==> config.mk <==
export PLATFORM = sky130hd
export DESIGN_NAME = hex_parser
export DESIGN_NICKNAME = d
export VERILOG_FILES = /design/src/rtl/hex_parser.sv
export SDC_FILE = /design/constraint.sdc
export NUM_CORES = 1
export LEC_CHECK = 0
export CAP_MARGIN = 15
export CORE_MARGIN = 10
export CORE_UTILIZATION = 40
export DETAILED_ROUTE_END_ITERATION = 8
export PLACE_DENSITY = 0.73
export SKIP_LAST_GASP = 1
export SYNTH_ARGS = -nofsm -noshare
export SYNTH_HDL_FRONTEND = slang
export SYNTH_SLANG_ARGS = --single-unit
==> constraint.sdc <==
create_clock -name clk -period 0.8 [get_ports clk]
set_input_delay 0.08 -clock clk [delete_from_list [all_inputs] [get_ports clk]]
set_output_delay 0.08 -clock clk [all_outputs]
set_load 0.01 [all_outputs]
==> src/rtl/hex_parser.sv <==
// Registered ASCII-hex string to binary converter, one result per accepted input.
// Build option: define HEX_PARSER_LOWER_EN to accept lowercase "a"-"f" as hex digits.
module hex_parser #(
  parameter int L = 2
) (
  input  logic             clk,
  input  logic             rst_n,
  input  logic             in_valid,
  input  logic [16*L-1:0]  str,
  output logic             out_valid,
  output logic [8*L-1:0]   num,
  output logic             err,
  output logic [2*L-1:0]   bad_mask
);

  logic [8*L-1:0] num_next;
  logic [2*L-1:0] bad_next;

  // Returns {illegal, nibble}; an illegal character yields nibble 0.
  // For both letter ranges the low four bits of the code plus 9 give 10..15.
  function automatic logic [4:0] decode_char(input logic [7:0] c);
    logic [4:0] res;
    res = {1'b1, 4'h0};
    if (c >= 8'h30 && c <= 8'h39)
      res = {1'b0, c[3:0]};
    else if (c >= 8'h41 && c <= 8'h46)
      res = {1'b0, c[3:0] + 4'd9};
`ifdef HEX_PARSER_LOWER_EN
    else if (c >= 8'h61 && c <= 8'h66)
      res = {1'b0, c[3:0] + 4'd9};
`else
    else
      res = {1'b1, 4'h0};
`endif
    return res;
  endfunction

  // Character occupying byte j of str maps directly onto nibble j of num.
  always_comb begin
    logic [4:0] dec;
    num_next = '0;
    bad_next = '0;
    dec      = '0;
    for (int j = 0; j < 2*L; j++) begin
      dec              = decode_char(str[8*j +: 8]);
      num_next[4*j +: 4] = dec[3:0];
      bad_next[j]        = dec[4];
    end
  end

  always_ff @(posedge clk or negedge rst_n) begin
    if (!rst_n) begin
      out_valid <= 1'b0;
      num       <= '0;
      err       <= 1'b0;
      bad_mask  <= '0;
    end else begin
      out_valid <= in_valid;
      if (in_valid) begin
        num      <= num_next;
        err      <= |bad_next;
        bad_mask <= bad_next;
      end
    end
  end

endmodule

==> reports/summary.txt, run 1 <==
Run status -> finished with violations
Failing checks -> setup timing
Critical path class -> in -> reg
Synthesized Nets -> 189
Synthesis-to-layout area growth -> 106%
Remaining Overflow, GRT -> 0
Post-synth cell types -> 34
Minimum clock period -> 1.26 ns
CP max FO -> 4
Die area -> 0.00660 mm^2
Rows -> 22
Worst slew margin -> 0.746
Clk slew on worst S/H paths -> 0.09 ns
WL/cell -> 19.1 um
Num ports -> 57
Layout cell share with drive strength beyond 1 -> 0.628
Clk Tree Root Cell -> clkbuf_8
CP required -> 0.95 ns
Top-area cell type share of the netlist area -> 0.367
Prevailing post-synth register cell -> dfrtp_1
Half-perimeter wire length after detailed placement -> 3530 um
Synth area leader -> dfrtp_1
Finish-stage setup viols -> 43
Leak pwr -> 1.40 nW
Worst Tran Pin Value -> 0.379 ns
Peak supply drop -> 0.000714 V
Residual DRC -> 0
Die Ht -> 81.2 um
Setup WS post-layout -> -0.459 ns
Via density -> 5.20
Clock Tree Buf Depth -> 2
Post-synth EDFFs -> 0
Number of global-route vias before repair -> 1658
TritonCTS clock tree -> done
Power density over the cells -> 1080 mW/mm^2
Number of synthesized register bits -> 22
Fin. Hold Viols -> 0
Yosys warns -> 0
First-pass GRT wire length -> 7980 um
Largest net degree at the start of global routing -> 23
Die width -> 81.2 um
Final period util -> 1.57
Antenna violations before repair -> 0
Seq/Total Area, Yosys -> 0.367
Hold Crit Class -> in -> async
Syn Inst Count -> 142
Critical Path End Type -> register
Slew Viols, Final -> 0
Fin Setup TNS -> -8.98 ns
IO Port Bufs -> 56
H-tree levels -> 1
RSZ-0062 raised after global routing -> true
1st-iter DRT viols -> 75
Hold WS -> 0.164 ns
Syn_area_per_cell -> 10.6 um^2
Critical R2R Launch -> bad_mask[2]$_DFFE_PN0P_
Crit path launch -> str[1]
Synth top area cells -> dfrtp_1, ha_1, inv_1
Initial Util -> 0.413
Fmax -> 795 MHz
Clock Latency Late Sink -> 0.27 ns
Total core area -> 0.00363 mm^2
Crit start category -> primary input
Final Wtd Congestion -> 0.831
Worst path arrival time -> 1.41 ns
Nets -> 306
Final ANT Viol Nets -> 0
Max_cap viols -> 0
Via count -> 1590
CTS Hold Bufs -> 0
Async set-or-reset flop fraction in the synthesized netlist -> 1.00
Inserted Diodes -> 0
Drt pass-1 iters -> 4
CTS Sinks -> 22
Global router's overall resource usage -> 0.152
Total Routed Length -> 5840 um
Total CTS buffers -> 3
Max Clock Skew -> 0 ns
Mapped cell area -> 0.00150 mm^2
## flip-flops by register name, indices dropped and copies added, names as in the netlist
register,cells
err,1
bad_mask,4
num,16
out_valid,1
## final cells by class
| cell class | count | area, um^2 |
|---|---|---|
| well taps | 48 | 60.1 |
| repair buffers | 115 | 1050 |
| fillers | 181 | 546 |
| clock buffers | 3 | 41.3 |
| clock inverters | 1 | 30.0 |
| flip-flops and latches | 22 | 551 |
| inverters | 25 | 180 |
| multi-input cells | 92 | 1180 |
## report_power, final
group / total (W) / leakage (nW) / internal, W / switching [W]
Clock: 0.00106 / 0.0357 / 0.000669 / 0.000387
Sequential: 0.00117 / 0.278 / 0.00115 / 0.0000276
Combinational: 0.00109 / 1.09 / 0.000603 / 0.000490
Total: 0.00332 / 1.40 / 0.00242 / 0.000905
## synthesized netlist by cell type (4+ instances only)
master   number
o22ai_1      10
a21oi_1       5
nor2b_1       5
o22ai_2       5
mux2i_1       5
ha_1         12
inv_1        25
nand2_1       4
xnor2_1      10
nor2_1        4
dfrtp_1      22
## critical path, stage by stage
cell,delay (ns)
buf_6,0.10
buf_8,0.12
inv_16,0.05
ha_4,0.14
o21bai_4,0.08
a2111oi_4,0.31
buf_4,0.20
nor2b_2,0.06
xnor2_2,0.18
o22ai_2,0.10
## cells in the final DEF (no fill, tap or decap), types with 3 or more instances in the layout
| cell | instances |
|---|---|
| o22ai_1 | 4 |
| dlymetal6s2s_1 | 4 |
| buf_4 | 48 |
| dfrtp_1 | 22 |
| clkdlybuf4s50_1 | 4 |
| buf_12 | 6 |
| mux2i_1 | 3 |
| clkbuf_8 | 3 |
| inv_16 | 3 |
| buf_6 | 22 |
| dlygate4sd2_1 | 7 |
| o22ai_2 | 10 |
| nor2b_1 | 3 |
| clkdlybuf4s15_1 | 4 |
| inv_1 | 17 |
| mux2_4 | 3 |
| o21bai_4 | 3 |
| clkbuf_2 | 5 |
| nor2_1 | 4 |
| ha_1 | 4 |
| xnor2_2 | 5 |
| ha_4 | 8 |
| xnor2_1 | 5 |
| buf_2 | 12 |
## through the flow
step / total power, W / instances / setup WS (ns) / area [um^2] / util
global route: 0.00346 / 306 / -0.553 / 3090 / 0.850
CTS: 0.00319 / 298 / -0.514 / 2840 / 0.781
finish: 0.00332 / 306 / -0.459 / 3090 / 0.850
detailed placement: 0.00209 / 283 / -1.20 / 2620 / 0.722
floorplan: 0.00153 / 142 / -0.438 / 1690 / -
global placement: 0.00206 / 283 / -1.13 / 2620 / 0.722
## final timing paths
| kind | endpoint | slack, ns | cells after the start |
|---|---|---|---|
| setup / recovery | num[2]$_DFFE_PN0P_ | -0.46 | 10 |
| hold / removal | num[8]$_DFFE_PN0P_ | 0.16 | 2 |
| setup reg to reg | bad_mask[2]$_DFFE_PN0P_ | -0.14 | 2 |
| hold reg to reg | num[0]$_DFFE_PN0P_ | 0.53 | 2 |
| max in group asynchronous | num[1]$_DFFE_PN0P_ | 0.49 | 2 |
| min in group clk | num[13]$_DFFE_PN0P_ | 0.23 | 4 |
## routing by layer
metal / global-route usage / share of wire / vias to the layer above
met3: 0.0419 / 0.053 / 19
li1: - / - / 725
met5: 0 / 0 / -
met1: 0.154 / 0.37 / 777
met4: 0.0588 / 0.028 / 0
met2: 0.289 / 0.55 / 69
## cells by family (layout without fill, tap and decap cells)
logic type      after synthesis  count (layout)  share of synthesized area
xor+xnor                     10              10                     0.0584
buf+inv                      28             144                     0.0735
mux                           8               8                     0.0559
flops                        22              22                      0.367
fa+ha+maj                    12              12                      0.100
compound gates               33              33                      0.222
simple gates                 29              29                      0.123
## what timing repair did
action,4_1_cts,5_1_grt
endpoints found under the setup margin,43,43
gates resized for setup,189,61
setup buffers,12,11
pin swaps,25,25
No activity file was read; power rests on OpenSTA's default activity.
==> inputs of run 2 (changes only) <==
Settings changed: CORE_MARGIN 10 to 5, CORE_UTILIZATION 40 to 44, PLACE_DENSITY 0.73 to 0.76, REMOVE_ABC_BUFFERS set to 1.
Clock period 0.8 ns to 1.4 ns, I/O delays scaled along.
==> reports/summary.txt, run 2 (same netlist as run 1, synthesis figures left out) <==
Run status -> complete, no violations
Final Wtd Congestion -> 0.812 (-2.3%)
First-pass GRT wire length -> 6710 um (-16%)
Finish-stage setup viols -> 0 (-100%)
Inserted Diodes -> 0 (unchanged)
Remaining Overflow, GRT -> 0 (unchanged)
Max_cap viols -> 0 (unchanged)
Worst path bufs/invs -> 2 (-2)
Setup WS pre-CTS -> -0.625 ns (+0.579 ns)
WL/cell -> 15.5 um (-19%)
Worst path arrival time -> 1.57 ns (+0.16 ns)
Regs by FF count -> num x16, bad_mask x4
Clk slew on worst S/H paths -> 0.12 ns (+0.03 ns)
Minimum clock period -> 1.38 ns
CP max-delay cell -> clkdlybuf4s50_1
Critical Path End Type -> register
1st-iter DRT viols -> 77 (+2.7%)
Leak pwr -> 1.27 nW (-9.6%)
Initial Util -> 0.453 (+0.0402)
Number of fill cells -> 233 (+29%)
CP required -> 1.60 ns (+0.65 ns)
Peak supply drop -> 0.000334 V (-53%)
Layout cell share with drive strength beyond 1 -> 0.379 (-0.249)
Die area -> 0.00467 mm^2 (-29%)
Max Clock Skew -> 0 ns (unchanged)
CTS Sinks -> 22 (unchanged)
Final period util -> 0.983
Clock Tree Buf Depth -> 2 (unchanged)
Total CTS buffers -> 3 (unchanged)
Max stage delay on crit path -> 0.44 ns (+0.13 ns)
Max reg flops -> 16 (unchanged)
Fin. Hold Viols -> 0 (unchanged)
Antenna violations before repair -> 0 (unchanged)
Via density -> 5.08 (-2.3%)
Global router's overall resource usage -> 0.194 (+0.0413)
RSZ-0062 raised after global routing -> true
H-tree levels -> 1 (unchanged)
IO Port Bufs -> 56 (unchanged)
TritonCTS clock tree -> done
Slew Viols, Final -> 0 (unchanged)
Top reg by flops -> num
Hold Crit Class -> in -> async
Worst Tran Pin Value -> 0.367 ns (-0.0111 ns)
Total core area -> 0.00331 mm^2 (-8.9%)
Crit start category -> primary input
Power density over the cells -> 573 mW/mm^2 (-47%)
Flop-to-flop setup slack -> 0.58 ns (+0.72 ns)
Crit-path cells -> clkdlybuf4s50_1, nor4_2, a41oi_2, buf_4, nor3_2, a21oi_1
Most common cell after layout, fill and taps aside -> buf_4
Critical path class -> in -> reg
Fmax -> 727 MHz
Die Ht -> 68.4 um (-16%)
Via count -> 1452 (-8.7%)
Final ANT Viol Nets -> 0 (unchanged)
Half-perimeter wire length after detailed placement -> 3320 um (-5.9%)
CP max FO -> 4 (unchanged)
Synthesis-to-layout area growth -> 74.3%
Residual DRC -> 0 (unchanged)
Drt pass-1 iters -> 4 (unchanged)
Total Routed Length -> 4440 um (-24%)
Largest net degree at the start of global routing -> 23 (unchanged)
Number of global-route vias before repair -> 1514 (-8.7%)
Clk Tree Root Cell -> clkbuf_4
Setup WS post-layout -> 0.0239 ns (+0.482 ns)
Nets -> 288 (-5.9%)
Die width -> 68.4 um (-16%)
Worst slew margin -> 0.753 (+0.00743)
Commonest non-fill, non-tap cells in the layout -> buf_4, clkdlybuf4s50_1, dfrtp_1, inv_1, dlymetal6s2s_1
CP top delay family -> buffers and inverters
Rows -> 21 (-4.5%)
CTS Hold Bufs -> 0 (unchanged)
Num ports -> 57 (unchanged)
Fin Setup TNS -> 0 ns (+8.98 ns)
Clock Latency Late Sink -> 0.30 ns (+0.03 ns)
==> run 2: changes by cell type in the layout (fill, tap and decap cells not counted), moves of 5 or more <==
cell | before | now
clkdlybuf4s50_1 | 4 | 31
inv_2 | 0 | 7
xnor2_2 | 5 | 0
xnor2_1 | 5 | 10
dlymetal6s2s_1 | 4 | 16
buf_6 | 22 | 0
o22ai_1 | 4 | 9
buf_2 | 12 | 0
buf_4 | 48 | 39
==> run 2: path summary, 6_finish.rpt <==
check                                   startpoint                      end  cells after the start
min reg2reg                bad_mask[3]$_DFFE_PN0P_  bad_mask[3]$_DFFE_PN0P_                      1
max                                        str[20]          err$_DFFE_PN0P_                      6
min                                          rst_n      out_valid$_DFF_PN0_                      2
min in group clk                            str[2]       num[2]$_DFFE_PN0P_                      4
max in group asynchronous                    rst_n      num[13]$_DFFE_PN0P_                      2
max reg2reg                        err$_DFFE_PN0P_          err$_DFFE_PN0P_                      3
==> run 2: layout make-up <==
class                   count  area (um^2)  share of cell area
multi-input cells          92          965               0.369
flip-flops and latches     22          551               0.211
repair buffers             97          910               0.348
inverters                  25         93.8              0.0359
clock buffers               4         36.3              0.0139
well taps                  46         57.6              0.0220
==> run 2: per-layer routing <==
| layer | up-vias | track usage | wire length (um) |
|---|---|---|---|
| met5 | - | 0 | 0 |
| met4 | 0 | 0.0819 | 109 |
| met3 | 10 | 0.0345 | 238 |
| met2 | 49 | 0.377 | 2440 |
| met1 | 699 | 0.199 | 1650 |
| li1 | 694 | - | - |
==> run 2: what timing repair did <==
item / in CTS / in global routing
endpoints found under the setup margin: 21 / 31
buffers inserted: 5 / 2
pin swaps: 9 / 7
gates resized for setup: 32 / 33
==> run 2: where the power goes <==
group	switching, W	internal, W
clock	0.000192	0.000159
sequential	0.0000108	0.000656
combinational	0.000208	0.000272
total	0.000411	0.00109
==> run 2: per-stage QoR <==
stage	area, um^2	utilization	total power, W	cells	hold slack (ns)
4_1_cts	2530	0.764	0.00149	284	0.182
3_5_place_dp	2380	0.719	0.00112	275	0.476
5_1_grt	2610	0.789	0.00157	286	0.193
3_3_place_gp	2380	0.719	0.00110	275	0.486
2_1_floorplan	1480	-	0.000828	139	-0.156
6_report	2610	0.789	0.00150	286	0.171
